<file path="src/rtl/prg_loader_pkg.sv">
// Shared types for the PRG DMA loader.
// State encoding and PRG header size.
package prg_loader_pkg;

  localparam int PRG_HDR_BYTES = 2;

  typedef enum logic [3:0] {
    IDLE,
    HDR_LO,
    HDR_HI,
    REQ,
    FETCH,
    WAIT_SLOT,
    WRITE,
    RELEASE,
    DONE
  } state_t;

endpackage

</file>
<file path="src/rtl/phi2_edge_det.sv">
// phi2 edge detector; phi2 is clk-derived,
// so no synchroniser stage is needed.
module phi2_edge_det (
  input  logic clk,
  input  logic reset,
  input  logic phi2,
  output logic rise,
  output logic fall
);

  logic phi2_q;

  always_ff @(posedge clk) begin
    if (!reset) phi2_q <= 1'b0;
    else        phi2_q <= phi2;
  end

  assign rise = phi2 & ~phi2_q;
  assign fall = ~phi2 & phi2_q;

endmodule

</file>
<file path="src/rtl/prg_dma_loader.sv">
// PRG image loader into C64 RAM over expansion-port DMA.
// Optional payload checksum: PRG_DMA_LOADER_CHECKSUM_EN.
module prg_dma_loader
  import prg_loader_pkg::*;
#(
  parameter int SRC_AW        = 13,
  parameter int ROM_LATENCY   = 1,
  parameter int SETTLE_CYCLES = 3
) (
  input  logic              clk,
  input  logic              reset,
  input  logic              start,
  input  logic [SRC_AW:0]   prg_len,
  output logic [SRC_AW-1:0] src_addr,
  output logic              src_en,
  input  logic [7:0]        src_data,
  input  logic              phi2,
  input  logic              BA,
  output logic              DMA,
  output logic [15:0]       dma_addr,
  output logic [7:0]        dma_data,
  output logic              dma_rw,
  output logic              busy,
  output logic              done,
  output logic              err
`ifdef PRG_DMA_LOADER_CHECKSUM_EN
  ,
  output logic [7:0]        checksum
`endif
);

  localparam int LW = (ROM_LATENCY > 1) ? $clog2(ROM_LATENCY + 1) : 1;
  localparam int SW = (SETTLE_CYCLES > 2) ? $clog2(SETTLE_CYCLES) : 1;
  localparam logic [LW-1:0] LAT = LW'(ROM_LATENCY);
  localparam logic [SW-1:0] SET_LAST = SW'(SETTLE_CYCLES - 1);
  localparam logic [SRC_AW:0] MIN_LEN = (SRC_AW + 1)'(3);
  localparam logic [SRC_AW:0] HDR_LEN = (SRC_AW + 1)'(PRG_HDR_BYTES);

  state_t state, state_n;

  logic rise, fall;
  logic [LW-1:0] lat;
  logic [SW-1:0] settle;
  logic [SRC_AW:0] cnt, cnt_inc, pay_len;
  logic [SRC_AW-1:0] fetch_cur, fetch_nxt;
  logic lat_hit, last, short_len;

  phi2_edge_det u_edge (
    .clk   (clk),
    .reset (reset),
    .phi2  (phi2),
    .rise  (rise),
    .fall  (fall)
  );

  assign cnt_inc   = cnt + 1'b1;
  assign pay_len   = prg_len - HDR_LEN;
  assign last      = (cnt_inc == pay_len);
  assign short_len = (prg_len < MIN_LEN);
  assign lat_hit   = (lat == LAT);
  assign fetch_cur = SRC_AW'(PRG_HDR_BYTES) + cnt[SRC_AW-1:0];
  assign fetch_nxt = SRC_AW'(PRG_HDR_BYTES) + cnt_inc[SRC_AW-1:0];

  always_ff @(posedge clk) begin
    if (!reset) state <= IDLE;
    else        state <= state_n;
  end

  always_comb begin
    state_n = state;
    unique case (state)
      IDLE:      if (start && !short_len) state_n = HDR_LO;
      HDR_LO:    if (lat_hit) state_n = HDR_HI;
      HDR_HI:    if (lat_hit) state_n = REQ;
      REQ:       if (rise && settle == SET_LAST) state_n = FETCH;
      FETCH:     if (lat_hit) state_n = WAIT_SLOT;
      WAIT_SLOT: if (rise && BA) state_n = WRITE;
      WRITE:     if (fall) state_n = last ? RELEASE : FETCH;
      RELEASE:   if (fall) state_n = DONE;
      DONE:      state_n = IDLE;
      default:   state_n = IDLE;
    endcase
  end

  always_ff @(posedge clk) begin
    if (!reset) begin
      DMA      <= 1'b0;
      dma_rw   <= 1'b1;
      dma_addr <= '0;
      dma_data <= '0;
      src_en   <= 1'b0;
      src_addr <= '0;
      busy     <= 1'b0;
      done     <= 1'b0;
      err      <= 1'b0;
      cnt      <= '0;
      lat      <= '0;
      settle   <= '0;
    end else begin
      done <= 1'b0;
      err  <= 1'b0;
      unique case (state)
        IDLE: begin
          if (start) begin
            if (short_len) begin
              err <= 1'b1;
            end else begin
              busy     <= 1'b1;
              cnt      <= '0;
              src_addr <= '0;
              src_en   <= 1'b1;
              lat      <= '0;
            end
          end
        end
        HDR_LO: begin
          if (lat_hit) begin
            dma_addr[7:0] <= src_data;
            src_addr      <= SRC_AW'(1);
            lat           <= '0;
          end else begin
            lat <= lat + 1'b1;
          end
        end
        HDR_HI: begin
          if (lat_hit) begin
            dma_addr[15:8] <= src_data;
            src_en         <= 1'b0;
            DMA            <= 1'b1;
            settle         <= '0;
          end else begin
            lat <= lat + 1'b1;
          end
        end
        REQ: begin
          if (rise) begin
            if (settle == SET_LAST) begin
              src_addr <= fetch_cur;
              src_en   <= 1'b1;
              lat      <= '0;
            end else begin
              settle <= settle + 1'b1;
            end
          end
        end
        FETCH: begin
          if (lat_hit) begin
            dma_data <= src_data;
            src_en   <= 1'b0;
          end else begin
            lat <= lat + 1'b1;
          end
        end
        WAIT_SLOT: begin
          if (rise && BA) dma_rw <= 1'b0;
        end
        WRITE: begin
          // BA is ignored here: a started write always completes
          if (fall) begin
            dma_rw   <= 1'b1;
            dma_addr <= dma_addr + 16'd1;
            cnt      <= cnt_inc;
            if (!last) begin
              src_addr <= fetch_nxt;
              src_en   <= 1'b1;
              lat      <= '0;
            end
          end
        end
        RELEASE: begin
          if (fall) begin
            DMA  <= 1'b0;
            busy <= 1'b0;
            done <= 1'b1;
          end
        end
        DONE: begin
        end
        default: begin
        end
      endcase
    end
  end

`ifdef PRG_DMA_LOADER_CHECKSUM_EN
  always_ff @(posedge clk) begin
    if (!reset)
      checksum <= '0;
    else if (state == IDLE && start)
      checksum <= '0;
    else if (state == WRITE && fall)
      checksum <= checksum + dma_data;
  end
`endif

endmodule

</file>
<file path="config.mk">
export PLATFORM = sky130hd
export DESIGN_NAME = prg_dma_loader
export DESIGN_NICKNAME = d
export VERILOG_FILES = /design/src/rtl/prg_loader_pkg.sv /design/src/rtl/phi2_edge_det.sv /design/src/rtl/prg_dma_loader.sv
export SDC_FILE = /design/constraint.sdc
export NUM_CORES = 1
export LEC_CHECK = 0
export BUFFER_PORTS_ARGS = -buffer_cell sky130_fd_sc_hd__buf_2
export CORE_MARGIN = 1.5
export CORE_UTILIZATION = 58
export DETAILED_ROUTE_END_ITERATION = 8
export PLACE_DENSITY = 0.81
export RECOVER_POWER = 100
export SLEW_MARGIN = 0
export SYNTH_ARGS = -nofsm -noshare
export SYNTH_HDL_FRONTEND = slang
export SYNTH_HIERARCHICAL = 1
export SYNTH_SLANG_ARGS = --single-unit
</file>
<file path="constraint.sdc">
create_clock -name clk -period 3.8 [get_ports clk]
set_input_delay 0.38 -clock clk [delete_from_list [all_inputs] [get_ports clk]]
set_output_delay 0.38 -clock clk [all_outputs]
set_load 0.05 [all_outputs]
</file>
# ---- After elaboration in Yosys (flattened, before gate mapping)
# Cells that the tools add are included.
dict set report totals {
  reg_bits 65
  input_bits 27
  output_inout_bits 43
  elab_cells 137
}
dict set report op_classes {
  n_addsub 7
  n_lt_le_gt_ge 1
  eq_ne 24
  mux 56
  bitwise_logic 4
  reduce_logical 30
}
# op n
set op_table {}
lappend op_table {{$mux W13} 7}
lappend op_table {{$pmux W13 S4} 1}
lappend op_table {{$mux W14} 3}
lappend op_table {{$mux W4} 8}
lappend op_table {{$pmux W4 S8} 1}
lappend op_table {{$pmux W8 S2} 2}
lappend op_table {{$ne A2 B2 Y1 const B} 14}
lappend op_table {{$pmux W14 S2} 1}
lappend op_table {{$add A2 B13 Y13 const A} 2}
lappend op_table {{$reduce_and A8 Y1} 3}
lappend op_table {{$mux W1} 21}
lappend op_table {{$add A16 B1 Y16 const B} 1}
lappend op_table {{$eq A4 B3 Y1 const B} 4}
lappend op_table {{$mux W16} 1}
lappend op_table {{$reduce_and A3 Y1} 5}
lappend op_table {{$add A14 B1 Y14 const B} 1}
lappend op_table {{$eq A14 B14 Y1} 1}
lappend op_table {{$lt A14 B2 Y1 const B} 1}
lappend op_table {{$reduce_bool A2 Y1} 7}
lappend op_table {{$sub A14 B2 Y14 const B} 1}
lappend op_table {{$reduce_and A4 Y1} 3}
lappend op_table {{$eq A4 B2 Y1 const B} 2}
lappend op_table {{$mux W2} 4}
lappend op_table {{$mux W8} 1}
lappend op_table {{other kinds (19)} 27}

# ---- Depth between registers and ports, before layout
# Gate-level depths: netlist of run 1.
dict set report logic_depth {
  depth_word 5
  depth_mapped 14
  mapped_depth_nobuf 10
}

# ---- By module
# Netlist of run 1, hierarchy kept.
# module instances cells_per_inst area_each_um2 seq_area_each_um2
set by_module_without_submodules {}
lappend by_module_without_submodules {prg_dma_loader 1 603 4473.0 1281.2}
lappend by_module_without_submodules {phi2_edge_det 1 4 38.8 20.0}

# ---- Worst setup path before layout of run 1
# OpenSTA, ideal clock, no wires.
dict set report synth_timing {
  path_type {flip-flop to flip-flop}
  startpoint {reg state[0]}
  endpoint {reg src_addr[9]}
  setup_time_ps 134
  arrival_time_ps 2740
  required_ps 3666
  slack_ps 926
  stages_incl_launch_ff 15
  n_path_buf 5
  period_less_slack_ps 2874
  path_cell_list {dfxtp_1 -> buf_2 -> nand4bb_1 -> clkbuf_1 -> clkbuf_1 -> clkbuf_1 -> clkbuf_1 -> nand2_1 -> nand2_1 -> ha_1 -> o211ai_1 -> nor3b_1 -> xnor2_1 -> mux2i_1 -> a211oi_2}
}
dict set report synth_between {
  elab_chain_len 3
  word_cells_on_any_way 14
  classes_between {eq/ne (10); mux (1); reduce/logical (3)}
}
# element line
set synth_rtl {}
lappend synth_rtl {{start, declared} prg_dma_loader.sv:39} ;# state_t state, state_n;
lappend synth_rtl {{start signal, assigned} prg_dma_loader.sv:66} ;# else state <= state_n;
lappend synth_rtl {{$eq A4 B3 Y1 (tied with other cells)} prg_dma_loader.sv:102} ;# unique case (state)
lappend synth_rtl {{$reduce_bool A4 Y1 (no line) or $ne A2 B2 Y1 (tied branches)} --}
lappend synth_rtl {{$reduce_and A8 Y1 (no line)} --}
lappend synth_rtl {{end signal, assigned} prg_dma_loader.sv:138} ;# src_addr <= fetch_cur;
lappend synth_rtl {{end signal, assigned} prg_dma_loader.sv:164} ;# src_addr <= fetch_nxt;
lappend synth_rtl {{end, declared} prg_dma_loader.sv:14} ;# output logic [SRC_AW-1:0] src_addr,
# Parallel ways exist; a longest one is shown, timed or not.
# A chain may end at the register's enable or synchronous reset.

# ---- Worst setup path after layout of run 1
dict set report layout_timing {
  startpoint {reg state[1]}
  endpoint {reg cnt[10]}
}
dict set report layout_between {
  elab_chain_len 3
  word_cells_on_any_way 8
  classes_between {eq/ne (4); mux (1); reduce/logical (3)}
}
# element line
set layout_rtl {}
lappend layout_rtl {{$eq A4 B3 Y1 or $logic_not A4 Y1 (tied branches)} prg_dma_loader.sv:102}
lappend layout_rtl {{$ne A2 B2 Y1 (no line) or $reduce_bool A2 Y1 (tied branches)} --}
lappend layout_rtl {{$reduce_and A4 Y1 (no line)} --}
lappend layout_rtl {{end signal, assigned} prg_dma_loader.sv:162} ;# cnt <= cnt_inc;
lappend layout_rtl {{end, declared} prg_dma_loader.sv:44} ;# logic [SRC_AW:0] cnt, cnt_inc, pay_len;
# Parallel ways exist; a longest one is shown, timed or not.

==> flow_summary.json, run 1 <==
{
  "outcome": "finished, final reports clean",
  "synthDistinctLibCells": 67,
  "die_area_um2": 8320,
  "grt_pass1_wl_um": 21500,
  "clk_pin_slew_ns": 0.07,
  "cp.arrival_ns": 3.59,
  "rsz0062_at_grt": "false",
  "grt_overflow": 0,
  "antenna_left": 0,
  "p_leak_nw": 1.76,
  "vias": 4768,
  "synth_compound_area_frac": 0.217,
  "synth_area_leaders": "dfxtp_1 29%, nand2_1 5.7%, xnor2_1 5.6%",
  "seq_area_frac_synth": 0.288,
  "grt_pass1_vias": 4367,
  "initial_utilization": 0.609,
  "vdd_drop_max_mv": 0.362,
  "path_max_fanout": 22,
  "finalWirelength_um": 12800,
  "coreArea_um2": 7410,
  "clkLatencyLatePin_ns": 0.35,
  "final-seq-area_um2": 1300,
  "post_cts_buffers": 0,
  "drt_first_pass_iters": 5,
  "cts-resized-gates": 0,
  "power_density_nw_per_um2": 444,
  "pin_count": 70,
  "ys_ff_latch": 65,
  "cts_max_path_buffers": 2,
  "antenna_found_initial": 0,
  "grt_max_degree": 50,
  "post_drt_via_cell_ratio": 6.31,
  "yosysTopAreaCell": "dfxtp_1",
  "rows": 31,
  "wl_per_cell_um": 16.9,
  "area_delta_synth_final_pct": 10.0,
  "root_buffer": "clkbuf_8",
  "htreeDepth": 3,
  "drive_above_1_share": 0.0913,
  "synth-simple-area-share": 0.295,
  "cts_buffers": 9,
  "synthXorXnorAreaFrac": 0.0865,
  "multi_input_area_um2": 2940,
  "syn_avg_cell_area_um2": 7.43,
  "drv_slew": 0,
  "synth_flop_cell": "dfxtp_1",
  "fin_nets": 684,
  "wl_met1_um": 5730,
  "die_w_um": 91.2,
  "hold_path_class": "input port to register",
  "tns_ns": 0,
  "hold_violations": 0,
  "yosys_warnings": 6,
  "synth_top_family_by_area": "simple AND/OR/NAND/NOR gates",
  "synth.top_cell.area_share": 0.288,
  "maxCapViolations": 0,
  "holdCritStartpoint": "phi2",
  "cp-startpoint": "state[1]$_SDFFE_PN0P_",
  "required_ns": 4.01,
  "total_power_mw": 2.20,
  "slew_headroom": 0.402,
  "n_antenna_cell": 0,
  "drc": 0,
  "syn_area_um2": 4510,
  "worstMarginPinSlew_ns": 0.897,
  "grt_usage": 0.319,
  "clock_sinks": 65,
  "fp.dieH_um": 91.2,
  "synth-async-reset-ratio": 0,
  "met3_length_um": 874,
  "fillers": 707,
  "synth_edf_count": 0,
  "setup_viol": 0,
  "fin_ws_ns": 0.429,
  "port_buffers": 69,
  "r2r_start": "state[1]$_SDFFE_PN0P_",
  "dp_slack_ns": 0.697,
  "max_freq_ghz": 0.297,
  "yosys.area_share.adder": 0.0139,
  "drt_iter0_drc": 395,
  "synthMuxAreaShare": 0.0405,
  "synth_cells": 607,
  "gp_congestion": 0.958,
  "syn-num-nets": 639,
  "period_share": 0.887,
  "finClkSkew_ns": 0.00811,
  "critPathKind": "register to register",
  "tritoncts": "yes",
  "wl_met2_um": 5910,
  "fin_crit_ns": 3.37,
  "startpoint_type": "register",
  "cts_hold_buf": 0,
  "endpoint_kind": "register",
  "top_layer_used": "met4",
  "dp_hpwl_um": 9400
}
==> metal layers <==
metal,global-route usage,up-vias
met1,0.431,2249
met3,0.0528,28
met2,0.515,213
met4,0.104,0
li1,-,2278
met5,0,-
==> path summary, 6_finish.rpt <==
path	to	slack [ns]	cells past startpoint
worst min-delay path	u_edge/phi2_q$_SDFF_PN0_	0.26	2
worst min register to register	src_addr[4]$_SDFFE_PN0P_	0.46	2
worst max-delay path	cnt[10]$_SDFFE_PN0P_	0.43	7
worst max register to register	cnt[10]$_SDFFE_PN0P_	0.43	7
==> synth_stat cells, types with 3 or more instances <==
cell type,instances
a211oi_1,7
xnor2_1,29
nor2b_1,7
nand3_1,25
nand2_1,68
o21ai_1,6
a21oi_1,43
or2_2,3
nor3b_1,4
inv_1,14
buf_2,14
nor4_1,9
or4_1,3
nor2_1,66
buf_6,3
a31oi_1,9
nand4_1,6
and2_1,5
and4_1,5
mux2i_1,16
or3_1,4
dfxtp_1,65
and3_1,6
o211ai_1,9
ha_1,5
a22oi_1,7
a21boi_0,4
clkbuf_1,29
o2111ai_1,5
nand4b_1,3
nor3_1,26
o31ai_1,5
xor2_1,13
nand2b_1,9
o21ai_0,35
==> kinds of logic after synthesis <==
logic type      Yosys count
buf+inv                  60
xor+xnor                 43
compound gates          154
flops                    65
simple gates            262
mux                      18
fa+ha+maj                 5
==> sequential cells by signal, indices dropped and copies added (netlist names), 2 cells and up <==
name and flops:
src_addr 13, settle 2, cnt 14, dma_data 8
state 4, dma_addr 16
==> critical path: stages, from the launching register on <==
cell,delay (ns)
dfxtp_1,0.65
and4bb_1,0.81
nand2_1,0.44
a21boi_0,0.29
clkbuf_1,0.56
o21ai_0,0.20
a21oi_1,0.22
nor2_1,0.05
==> power breakdown <==
group	total [mW]	leakage, nW	internal (mW)	switching (mW)
registers	0.848	0.526	0.755	0.0927
clock network	0.571	0.0919	0.292	0.280
logic	0.783	1.14	0.222	0.561
total	2.20	1.76	1.27	0.934
==> cells in the final DEF (no fill, tap or decap), types with 12 or more instances in the layout <==
| cell | instances |
|---|---|
| buf_2 | 25 |
| clkbuf_8 | 12 |
| dfxtp_1 | 65 |
| nor3_1 | 26 |
| nand3_1 | 25 |
| xnor2_1 | 29 |
| nand2_1 | 68 |
| o21ai_0 | 41 |
| nor2_1 | 66 |
| a21oi_1 | 43 |
| mux2i_1 | 16 |
| clkbuf_1 | 49 |
| xor2_1 | 13 |
| inv_1 | 14 |
==> area by class of cell <==
class,count,area share
clock inverters,3,0.00479
clock buffers,13,0.0340
repair buffers,80,0.0721
well taps,99,0.0250
flip-flops and latches,65,0.262
inverters,14,0.0106
multi-input cells,482,0.591
==> metrics by stage <==
step / util / area (um2) / instances / hold WS (ns)
after global placement: 0.655 / 4850 / 740 / 0.433
after CTS: 0.681 / 5040 / 756 / 0.262
after detailed placement: 0.655 / 4850 / 740 / 0.441
after global routing: 0.670 / 4960 / 756 / 0.291
after floorplan: - / 4510 / 607 / 0.502
final: 0.670 / 4960 / 756 / 0.260
Power figures use the tool's default switching activity.
==> run 2, diff against run 1 <==
==> constraint.sdc (replaced) <==
create_clock -name clk -period 3.2 [get_ports clk]
set_input_delay 0.32 -clock clk [delete_from_list [all_inputs] [get_ports clk]]
set_output_delay 0.32 -clock clk [all_outputs]
set_load 0.05 [all_outputs]
==> run 2 against run 1 <==
Against the previous run:
- count of clock-buffer cells in the layout shrank 2
- clock power grew 16%
- largest cell class unchanged
- global-route usage shrank 0.77 points
- sequential cell count is the same
- via count grew 2.3%
- clock skew grew 0.0017 ns
- sequential share of layout area shrank 0.59 points
- largest power group unchanged
- combinational power grew 22%
==> flow_summary.json, run 2 (synthesized netlist as in run 1, its figures left out) <==
{
  "required_ns": 3.41,
  "switching_share": 0.417,
  "hold_depth": 2,
  "cts_max_path_buffers": 2,
  "drt_first_pass_iters": 5,
  "p_comb_frac": 0.366,
  "p_leak_nw": 1.85,
  "grt_overflow": 0,
  "die_area_um2": 8320,
  "period_share": 0.943,
  "hold_violations": 0,
  "root_buffer": "clkbuf_8",
  "clock_sinks": 65,
  "worstRegToRegCells": 10,
  "wl_per_cell_um": 16.7,
  "cts_buffers": 9,
  "met3_length_um": 1080,
  "regMostFlops": "dma_addr",
  "gp_congestion": 0.969,
  "wl_met2_um": 5760,
  "grt_usage": 0.311,
  "port_buffers": 69,
  "antenna_found_initial": 0,
  "p_switching_mw": 1.09,
  "max_freq_ghz": 0.331,
  "drv_slew": 0,
  "drc": 0,
  "endpoint_kind": "register",
  "critPathKind": "register to register",
  "vdd_drop_max_mv": 0.556,
  "largest_reg_flops": 16,
  "mostFrequentLayoutCells": "68 x nand2_1, 66 x nor2_1, 65 x dfxtp_1",
  "fin_crit_ns": 3.02,
  "wl_met1_um": 5720,
  "drive_above_1_share": 0.114,
  "clkLatencyLatePin_ns": 0.34,
  "grt_max_degree": 50,
  "dp_hpwl_um": 9420,
  "htreeDepth": 3,
  "initial_utilization": 0.609,
  "n_antenna_cell": 0,
  "grt_pass1_vias": 4350,
  "r2r_slack_ns": 0.18,
  "r2r_start": "state[1]$_SDFFE_PN0P_",
  "post_cts_buffers": 0,
  "startpoint_type": "register",
  "path_max_fanout": 10,
  "worstMarginPinSlew_ns": 0.877,
  "clk_pin_slew_ns": 0.07,
  "area_delta_synth_final_pct": 12.6,
  "drt_iter0_drc": 338,
  "rsz0062_at_grt": "false",
  "top_regs": "dma_addr x16, cnt x14, src_addr x13",
  "cts-resized-gates": 0,
  "pin_count": 70,
  "finalWirelength_um": 12900,
  "final_common_cell": "nand2_1",
  "tns_ns": 0,
  "total_power_mw": 2.62,
  "p_seq_frac": 0.381,
  "tritoncts": "yes",
  "post_drt_via_cell_ratio": 6.31,
  "r2r_end": "src_addr[9]$_SDFFE_PN0P_",
  "grt_pass1_wl_um": 20900,
  "cts_hold_buf": 0,
  "setup_viol": 0,
  "holdCritStartpoint": "phi2",
  "outcome": "finished, final reports clean",
  "die_w_um": 91.2,
  "fin_nets": 702,
  "clkPwrFrac": 0.254,
  "coreArea_um2": 7410,
  "antenna_left": 0,
  "power_density_nw_per_um2": 515,
  "fp.dieH_um": 91.2,
  "slew_headroom": 0.416,
  "min_to": "u_edge/phi2_q$_SDFF_PN0_",
  "vias": 4878,
  "finClkSkew_ns": 0.00979,
  "top_layer_used": "met4",
  "rows": 31,
  "cp.arrival_ns": 3.23,
  "layout.core_utilization": 0.686,
  "internal_power_mw": 1.53,
  "hold_path_class": "input port to register",
  "maxCapViolations": 0
}
==> run 2: cell count changes in the layout (fill, tap and decap cells not counted), sizes merged <==
cell,change
clkinvlp,-2
clkinv,+2
bufinv,+1
buf,+16
==> run 2: per-stage QoR <==
stage | instance area (um2) | hold WS (ns) | setup WS, ns | instances
2_1_floorplan | 4510 | 0.442 | 0.326 | 607
3_3_place_gp | 4990 | 0.434 | 0.331 | 758
3_5_place_dp | 4990 | 0.442 | 0.291 | 758
4_1_cts | 5160 | 0.205 | 0.339 | 773
5_1_grt | 5080 | 0.205 | 0.0323 | 773
6_report | 5080 | 0.211 | 0.181 | 773
==> run 2: power groups by stage <==
stage	Combinational (mW)	Sequential, mW	Clock, mW
4_1_cts	0.995	0.992	0.673
2_1_floorplan	0.536	1.21	0
5_1_grt	1.03	1.01	0.700
3_5_place_dp	0.992	1.01	0
3_3_place_gp	0.967	1.01	0
6_report	0.957	0.996	0.664
==> run 2: worst max-delay path: stages (launching register included) <==
cell      delay, ns
dfxtp_1        0.48
clkbuf_1       0.35
and4bb_2       0.39
nand2_1        0.09
xnor2_1        0.16
ha_1           0.25
o211ai_1       0.19
nor3b_1        0.31
xnor2_1        0.19
mux2i_1        0.34
a211oi_2       0.11
==> run 2: area by class of cell <==
| type | instances | area [um2] |
|---|---|---|
| Multi-Input combinational cell | 482 | 2940 |
| Tap cell | 99 | 124 |
| Clock buffer | 11 | 131 |
| Clock inverter | 4 | 45.0 |
| Timing Repair Buffer | 98 | 488 |
| Inverter | 14 | 52.6 |
| Fill cell | 673 | 2330 |
| Sequential cell | 65 | 1300 |
==> run 2: per-layer routing <==
metal / up-vias / GRT usage
met4: 0 / 0.117
met5: - / 0
li1: 2313 / -
met1: 2269 / 0.428
met2: 260 / 0.481
met3: 36 / 0.0578
==> run 2: how the worst max path moves through the flow <==
stage                                endpoint                  start  slack (ns)
finish               src_addr[9]$_SDFFE_PN0P_  state[1]$_SDFFE_PN0P_        0.18
global route         src_addr[7]$_SDFFE_PN0P_    cnt[0]$_SDFFE_PN0P_        0.03
CTS                  src_addr[7]$_SDFFE_PN0P_    cnt[0]$_SDFFE_PN0P_        0.34
detailed placement   src_addr[5]$_SDFFE_PN0P_             prg_len[3]        0.29
global placement    src_addr[12]$_SDFFE_PN0P_             prg_len[3]        0.33
floorplan            src_addr[9]$_SDFFE_PN0P_  state[0]$_SDFFE_PN0P_        0.33
